<file path="config.mk">
export PLATFORM = sky130hd
export DESIGN_NAME = cpu_trace_buffer
export DESIGN_NICKNAME = d
export VERILOG_FILES = /design/src/rtl/cpu_trace_buffer.sv
export SDC_FILE = /design/constraint.sdc
export NUM_CORES = 1
export LEC_CHECK = 0
export ABC_AREA = 1
export BUFFER_PORTS_ARGS = -buffer_cell sky130_fd_sc_hd__buf_2
export CAP_MARGIN = 25
export CORE_MARGIN = 4
export CORE_UTILIZATION = 23
export CTS_CLUSTER_SIZE = 28
export DETAILED_ROUTE_END_ITERATION = 7
export HOLD_SLACK_MARGIN = 0.02
export MAX_ROUTING_LAYER = met4
export SYNTH_ARGS = -nofsm -noshare
export SYNTH_HDL_FRONTEND = slang
export SYNTH_SLANG_ARGS = --single-unit
</file>
<file path="constraint.sdc">
create_clock -name clk -period 7.34 [get_ports clk]
set_input_delay 0.367 -clock clk [delete_from_list [all_inputs] [get_ports clk]]
set_output_delay 0.367 -clock clk [all_outputs]
set_load 0.05 [all_outputs]
</file>
<file path="src/rtl/cpu_trace_buffer.sv">
// Retire-stage execution trace recorder: circular entry store with PC/forced trigger,
// post-trigger capture and oldest-first readout. Define TRACE_CHANGE_FILTER_EN to drop kind-0 entries.
module cpu_trace_buffer #(
  parameter int PC_W      = 16,
  parameter int DATA_W    = 16,
  parameter int TAG_W     = 16,
  parameter int DEPTH     = 8,
  parameter int POST_TRIG = 2
) (
  input  logic                              clk,
  input  logic                              rst,
  input  logic                              cap_valid,
  input  logic [PC_W-1:0]                   cap_pc,
  input  logic [DATA_W-1:0]                 cap_instr,
  input  logic [1:0]                        cap_kind,
  input  logic [TAG_W-1:0]                  cap_tag,
  input  logic [DATA_W-1:0]                 cap_data,
  input  logic                              arm,
  input  logic                              trig_en,
  input  logic [PC_W-1:0]                   trig_pc,
  input  logic                              force_trig,
  output logic                              armed,
  output logic                              triggered,
  output logic                              done,
  output logic [$clog2(DEPTH+1)-1:0]        fill,
  output logic [$clog2(DEPTH)-1:0]          trig_pos,
  output logic                              rd_valid,
  input  logic                              rd_ready,
  output logic [PC_W+2*DATA_W+2+TAG_W-1:0]  rd_data
);

  localparam int AW = $clog2(DEPTH);
  localparam int FW = $clog2(DEPTH+1);
  localparam int EW = PC_W + 2*DATA_W + 2 + TAG_W;
  localparam logic [FW-1:0] FullCount = FW'(DEPTH);

`ifdef TRACE_CHANGE_FILTER_EN
  localparam bit FilterEn = 1'b1;
`else
  localparam bit FilterEn = 1'b0;
`endif

  typedef enum logic [1:0] {IDLE, ARMED, POST, DONE} state_e;

  state_e          state_q, state_d;
  logic [AW-1:0]   wrPtr_q, wrPtr_d;
  logic [AW-1:0]   rdPtr_q, rdPtr_d;
  logic [FW-1:0]   fill_q, fill_d;
  logic [FW-1:0]   postCnt_q, postCnt_d;
  logic [FW-1:0]   remain_q, remain_d;
  logic [AW-1:0]   trigPos_q, trigPos_d;
  logic            force_q, force_d;
  logic            hit, store, finish;
  logic [EW-1:0]   mem [DEPTH];

  always_ff @(posedge clk or negedge rst) begin
    if (!rst) begin
      state_q   <= IDLE;
      wrPtr_q   <= '0;
      rdPtr_q   <= '0;
      fill_q    <= '0;
      postCnt_q <= '0;
      remain_q  <= '0;
      trigPos_q <= '0;
      force_q   <= 1'b0;
    end else begin
      state_q   <= state_d;
      wrPtr_q   <= wrPtr_d;
      rdPtr_q   <= rdPtr_d;
      fill_q    <= fill_d;
      postCnt_q <= postCnt_d;
      remain_q  <= remain_d;
      trigPos_q <= trigPos_d;
      force_q   <= force_d;
    end
  end

  // Entry storage carries no reset; only the pointers decide what is valid.
  always_ff @(posedge clk) begin
    if (store) mem[wrPtr_q] <= {cap_pc, cap_instr, cap_kind, cap_tag, cap_data};
  end

  always_comb begin
    state_d   = state_q;
    wrPtr_d   = wrPtr_q;
    rdPtr_d   = rdPtr_q;
    fill_d    = fill_q;
    postCnt_d = postCnt_q;
    remain_d  = remain_q;
    trigPos_d = trigPos_q;
    force_d   = force_q;
    hit       = 1'b0;
    store     = 1'b0;
    finish    = 1'b0;
    if (arm) begin
      state_d   = ARMED;
      wrPtr_d   = '0;
      fill_d    = '0;
      postCnt_d = '0;
      remain_d  = '0;
      trigPos_d = '0;
      force_d   = 1'b0;
    end else begin
      case (state_q)
        ARMED, POST: begin
          hit   = (state_q == ARMED) && cap_valid && ((trig_en && cap_pc == trig_pc) || force_q);
          store = cap_valid && (!FilterEn || cap_kind != 2'd0 || hit);
          if (store) begin
            wrPtr_d = wrPtr_q + 1'b1;
            if (fill_q != FullCount) fill_d = fill_q + 1'b1;
          end
          if (state_q == ARMED && force_trig) force_d = 1'b1;
          if (hit) begin
            force_d = 1'b0;
            if (POST_TRIG == 0) begin
              finish = 1'b1;
            end else begin
              state_d   = POST;
              postCnt_d = FW'(POST_TRIG);
            end
          end else if (state_q == POST && store) begin
            postCnt_d = postCnt_q - 1'b1;
            if (postCnt_q == FW'(1)) finish = 1'b1;
          end
          // Once wrapped, the oldest surviving entry sits at the next write slot.
          if (finish) begin
            state_d   = DONE;
            rdPtr_d   = (fill_d == FullCount) ? wrPtr_d : '0;
            remain_d  = fill_d;
            trigPos_d = AW'(fill_d - FW'(1) - FW'(POST_TRIG));
          end
        end
        DONE: begin
          if (remain_q != '0 && rd_ready) begin
            rdPtr_d  = rdPtr_q + 1'b1;
            remain_d = remain_q - 1'b1;
            if (remain_q == FW'(1)) state_d = IDLE;
          end
        end
        default: ;
      endcase
    end
  end

  assign armed     = (state_q == ARMED) || (state_q == POST);
  assign triggered = (state_q == POST) || (state_q == DONE);
  assign done      = (state_q == DONE);
  assign fill      = fill_q;
  assign trig_pos  = (state_q == DONE) ? trigPos_q : '0;
  assign rd_valid  = (state_q == DONE) && (remain_q != '0);
  assign rd_data   = rd_valid ? mem[rdPtr_q] : '0;

endmodule

</file>
==> results_dict.tcl, run 1 <==
set metrics [dict create \
    cp.arrival_ns 3.92 \
    fp.dieW_um 321 \
    rr_worst_depth 6 \
    ioPinCount 166 \
    ys_seq_area_share_pct 73.1 \
    cp_num_buf_inv 3 \
    clock-root-buffer "clkbuf_16" \
    fmax_mhz 233 \
    min-delay-start "cap_instr[12]" \
    vias_per_cell 4.34 \
    dieHeight_um 321 \
    cts_hold_buf 41 \
    antenna_found_initial 6 \
    finalCritPeriodShare_pct 58.4 \
    setup_viol 0 \
    drive_gt1_share_pct 17.0 \
    wire_per_inst_um 17.8 \
    nFillCells 9906 \
    clock-sinks 552 \
    async_flop_share_pct 4.35 \
    worstSetupPathType "flip-flop to primary output" \
    fin_util_pct 28.2 \
    crit_path_cell_trace "inv_8, buf_4, o21ai_0, o22ai_1, o21ai_1, a31oi_1, buf_2" \
    area_delta_synth_final_pct 21.3 \
    drt-total-wl_um 59000 \
    core_area_um2 97000 \
    mostFrequentLayoutCells "edfxtp_1, nor2_1, o21ai_0" \
    p_leak_nw 9.41 \
    cp-start-kind "flip-flop" \
    grt_pass1_wl_um 87700 \
    crit_slowest_cell "dfrtp_4" \
    grt.overflow.total 0 \
    layout_commonest_cell "edfxtp_1" \
    crit_fanout 139 \
    reg2reg_slack_ns 3.87 \
    m1WireLength_um 27500 \
    hold_viol_final 0 \
    rsz0062_at_grt "no" \
    fin_skew_ns 0.0347 \
    maxSlewViolCount 0 \
    r2r-start "state_q[0]" \
    rows 114 \
    hold-path-endpoint "mem[1][46]" \
    synth_ff_type "edfxtp_1" \
    path_clk_slew_ns 0.06 \
    hold_class "primary input to flip-flop" \
    ant_nets 0 \
    ys.warnings.count 0 \
    cts_resized 0 \
    yosys.cell_types.count 35 \
    drc 0 \
    timing.rr.end "mem[1][24]" \
    grt_max_degree 140 \
    clk_latency_ns 0.60 \
    endpoint_kind "primary output" \
    syn_inst 1793 \
    maxCapViolCount 0 \
    via_count 14400 \
    grt_pass1_vias 14000 \
    synth_area_leaders "edfxtp_1, nor2_1, o21ai_0" \
    met3_length_um 3470 \
    status "complete, no violations" \
    syn_avg_cell_area_um2 12.6 \
    place.gp.congestion 0.735 \
    power.density_nw_per_um2 334 \
    max_stage_delay_ns 0.74 \
    synth_edf_count 528 \
    drtIter0Drc 1109 \
    worst_hold_slack_ns 0.0611 \
    cts_tree "built" \
    cts-buffers-inserted 66 \
    yosys.area.top_type "edfxtp_1" \
    final_nets 2082 \
    dp.cells 3146 \
    top_layer "met4" \
    syn_area_um2 22500 \
    critPathTopFamily "buffers and inverters" \
    min_path_cells 1 \
    setup_tns_ns 0 \
    ys_ff_latch 552 \
    max-slew-margin-rel_pct 30.2 \
    dieArea_um2 103000 \
    synth_top_cell_area_share_pct 70.4 \
    stdcell_count 3314 \
    track_usage_pct 11.6 \
    wl_met2_um 26800 \
    worst_pin_slew_ns 1.05 \
    cts_setup_buffers 0 \
    period_minus_slack_ns 4.29 \
    syn_nets 1895 \
    hpwl_um 32100 \
    start_util_pct 23.2 \
    h-tree-depth 3 \
    max-vdd-ir-drop_mv 0.181 \
    design_power_total_mw 9.14 \
    ctsLongestPathBuffers 3 \
    first_pass_iters 4 \
    port_buffers 165 \
    required_ns 6.97 \
]
-- state kept, by name (all words and copies together), names as in the netlist --
register,count
remain_q,4
postCnt_q,4
trigPos_q,3
rdPtr_q,3
fill,4
wrPtr_q,3
force_q,1
state_q,2
mem,528
-- power by group --
part	leakage (nW)	switching, mW	internal, mW
logic	3.24	1.46	0.580
clock network	1.10	1.28	2.06
registers	5.07	0.140	3.61
-- Yosys cell counts (11+ instances only) --
| cell type | instances |
|---|---|
| edfxtp_1 | 528 |
| nor2_1 | 423 |
| o21ai_0 | 210 |
| o21ai_1 | 133 |
| nand2_1 | 72 |
| o22ai_1 | 72 |
| a31oi_1 | 66 |
| clkbuf_1 | 56 |
| inv_1 | 48 |
| buf_2 | 26 |
| dfrtp_1 | 24 |
| nand3_1 | 18 |
| buf_6 | 17 |
| ha_1 | 13 |
| buf_4 | 11 |
| nand2_2 | 11 |
-- worst register-to-register path: cells and delay by family (launching register included) --
| kind | cells | cell delay [ns] |
|---|---|---|
| AND/OR/NAND/NOR | 3 | 1.42 |
| flip-flops | 1 | 0.40 |
| adder cells (fa/ha/maj) | 1 | 0.35 |
| buffers and inverters | 2 | 0.86 |
-- cell type report --
cell class / count / area, um2 / area share (%)
inverters: 57 / 226 / 0.829
multi-input cells: 1070 / 5280 / 19.3
repair buffers: 233 / 1480 / 5.43
well taps: 1276 / 1600 / 5.84
clock buffers: 77 / 1740 / 6.35
diodes: 6 / 15.0 / 0.0550
clock inverters: 43 / 520 / 1.90
flip-flops and latches: 552 / 16500 / 60.3
-- worst max path at each step --
stage	start	depth (start not counted)	end
floorplan	state_q[0]	5	mem[0][0]
global placement	rdPtr_q[0]	7	rd_data[55]
detailed placement	rdPtr_q[0]	7	rd_data[36]
CTS	rdPtr_q[0]	7	rd_data[36]
global route	rdPtr_q[0]	7	rd_data[32]
finish	rdPtr_q[0]	7	rd_data[55]
-- layer usage --
metal,vias up,global-route usage (%)
li1,6894,-
met1,7051,15.2
met2,337,17.7
met3,94,3.15
met4,0,3.01
met5,-,-
-- per-stage QoR --
step	area (um2)	worst slack, ns
2_1_floorplan	22500	2.97
3_3_place_gp	24600	3.50
3_5_place_dp	24600	3.58
4_1_cts	27300	2.93
5_1_grt	27300	2.71
6_report	27300	3.05
-- cells by family (layout without fill, tap and decap cells) --
group / after synthesis / after routing / share of synthesized area (%)
flops: 552 / 552 / 73.1
simple gates: 548 / 548 / 9.91
compound gates: 497 / 497 / 12.1
buf+inv: 171 / 410 / 3.76
fa+ha+maj: 13 / 13 / 0.722
xor+xnor: 11 / 11 / 0.428
mux: 1 / 1 / 0.0444
other cells: 0 / 6 / 0
(Power assumes the default switching activity.)
==> inputs of run 2 (changes only) <==
==> constraint.sdc (replaced) <==
create_clock -name clk -period 4.2 [get_ports clk]
set_input_delay 0.21 -clock clk [delete_from_list [all_inputs] [get_ports clk]]
set_output_delay 0.21 -clock clk [all_outputs]
set_load 0.05 [all_outputs]
==> results_dict.tcl, run 2 (synthesized netlist as in run 1, its figures left out) <==
set metrics [dict create \
    finalCritPeriodShare_pct 82.8 \
    worst_pin_slew_ns 0.876 \
    cp.arrival_ns 3.27 \
    clk_latency_ns 0.61 \
    cp-start-kind "flip-flop" \
    hpwl_um 31200 \
    grt_max_degree 135 \
    setup_tns_ns 0 \
    dieArea_um2 103000 \
    cts_tree "built" \
    antenna_found_initial 4 \
    rsz0062_at_grt "no" \
    worst_hold_slack_ns 0.133 \
    grt_pass1_wl_um 87000 \
    cts-buffers-inserted 66 \
    min_path_cells 5 \
    rows 114 \
    path_clk_slew_ns 0.05 \
    h-tree-depth 3 \
    hold_viol_final 0 \
    crit_fanout 81 \
    maxSlewViolCount 0 \
    grt_pass1_vias 14100 \
    core_area_um2 97000 \
    design_area_um2 27600 \
    fmax_mhz 288 \
    largest_reg_flops 528 \
    area_delta_synth_final_pct 22.5 \
    first_pass_iters 5 \
    final_nets 2110 \
    p_leak_nw 9.49 \
    nFillCells 9859 \
    clock-root-buffer "clkbuf_16" \
    ioPinCount 166 \
    max-slew-margin-rel_pct 41.5 \
    ant_nets 0 \
    clock-sinks 552 \
    vias_per_cell 4.34 \
    worstSetupPathType "flip-flop to primary output" \
    drive_gt1_share_pct 16.5 \
    max-vdd-ir-drop_mv 0.313 \
    ctsLongestPathBuffers 3 \
    drt-total-wl_um 58200 \
    fin_skew_ns 0.0244 \
    dp_slack_ns 1.31 \
    dieHeight_um 321 \
    cts_resized 0 \
    port_buffers 165 \
    required_ns 3.99 \
    status "complete, no violations" \
    maxCapViolCount 0 \
    regMostFlops "mem" \
    rr_worst_depth 6 \
    power.density_nw_per_um2 567 \
    period_minus_slack_ns 3.48 \
    endpoint_kind "primary output" \
    start_util_pct 23.2 \
    placed_area_um2 24800 \
    design_power_total_mw 15.6 \
    setup_viol 0 \
    mostFrequentLayoutCells "edfxtp_1, nor2_1, o21ai_0" \
    fp.dieW_um 321 \
    track_usage_pct 11.4 \
    setup_slack_ns 0.724 \
    hold_class "primary input to flip-flop" \
    wire_per_inst_um 17.5 \
    grt.overflow.total 0 \
    place.gp.congestion 0.735 \
    layout_commonest_cell "edfxtp_1" \
    drtIter0Drc 1251 \
    drc 0 \
    via_count 14500 \
]
run 2: changes by cell type in the layout (fill, tap and decap cells not counted), moves of 2 or more:
cell / before / now
clkbuf_16: 68 / 71
diode_2: 6 / 4
bufinv_16: 10 / 2
buf_4: 24 / 10
dlygate4sd3_1: 41 / 69
clkinv_1: 10 / 14
buf_12: 2 / 17
clkinv_8: 3 / 0
run 2: per-stage QoR:
stage               instances  util [%]
global placement         3147      25.6
CTS                      3333      28.4
global route             3337      28.4
floorplan                1793         -
finish                   3337      28.4
detailed placement       3147      25.6
run 2: report_power, final:
group | switching (mW) | internal, mW | total, mW
logic | 2.63 | 1.09 | 3.72
clock network | 2.23 | 3.22 | 5.44
registers | 0.165 | 6.31 | 6.47
total | 5.02 | 10.6 | 15.6
run 2: critical path, stage by stage, from the launching register on:
cell     delay (ns)
dfrtp_4        0.74
inv_8          0.44
buf_12         0.31
buf_4          0.26
nor2_1         0.06
o22ai_1        0.16
o21ai_1        0.08
a31oi_1        0.19
buf_2          0.29
run 2: area by class of cell:
| type | count | area [um2] | share of cell area (%) |
|---|---|---|---|
| flip-flops and latches | 552 | 16500 | 59.7 |
| multi-input cells | 1070 | 5280 | 19.1 |
| clock buffers | 80 | 1820 | 6.60 |
| inverters | 57 | 226 | 0.821 |
| well taps | 1276 | 1600 | 5.79 |
| clock inverters | 37 | 258 | 0.934 |
| repair buffers | 261 | 1930 | 7.00 |
| diodes | 4 | 10.0 | 0.0363 |
run 2: repair_timing:
action | CTS | global route
hold buffers | 69 | 0
endpoints found under the hold margin | 556 | 0
setup buffers | 0 | 0
run 2: worst paths after layout:
path	startpoint	to	slack, ns
max in group asynchronous	rst	rdPtr_q[0]	3.62
min in group asynchronous	rst	fill[2]	0.14
worst max-delay path	rdPtr_q[0]	rd_data[6]	0.72
worst max register to register	state_q[0]	mem[3][46]	1.37
worst min-delay path	cap_valid	wrPtr_q[2]	0.13
worst min register to register	trigPos_q[0]	trigPos_q[0]	0.49
run 2: metal layers:
metal  wire length, um  global-route usage (%)  share of wire, %
met5                 0                       -                 0
met1             27200                    15.2                47
met3              3400                    2.68               5.8
met4              1120                    3.32               1.9
met2             26500                    17.3                46
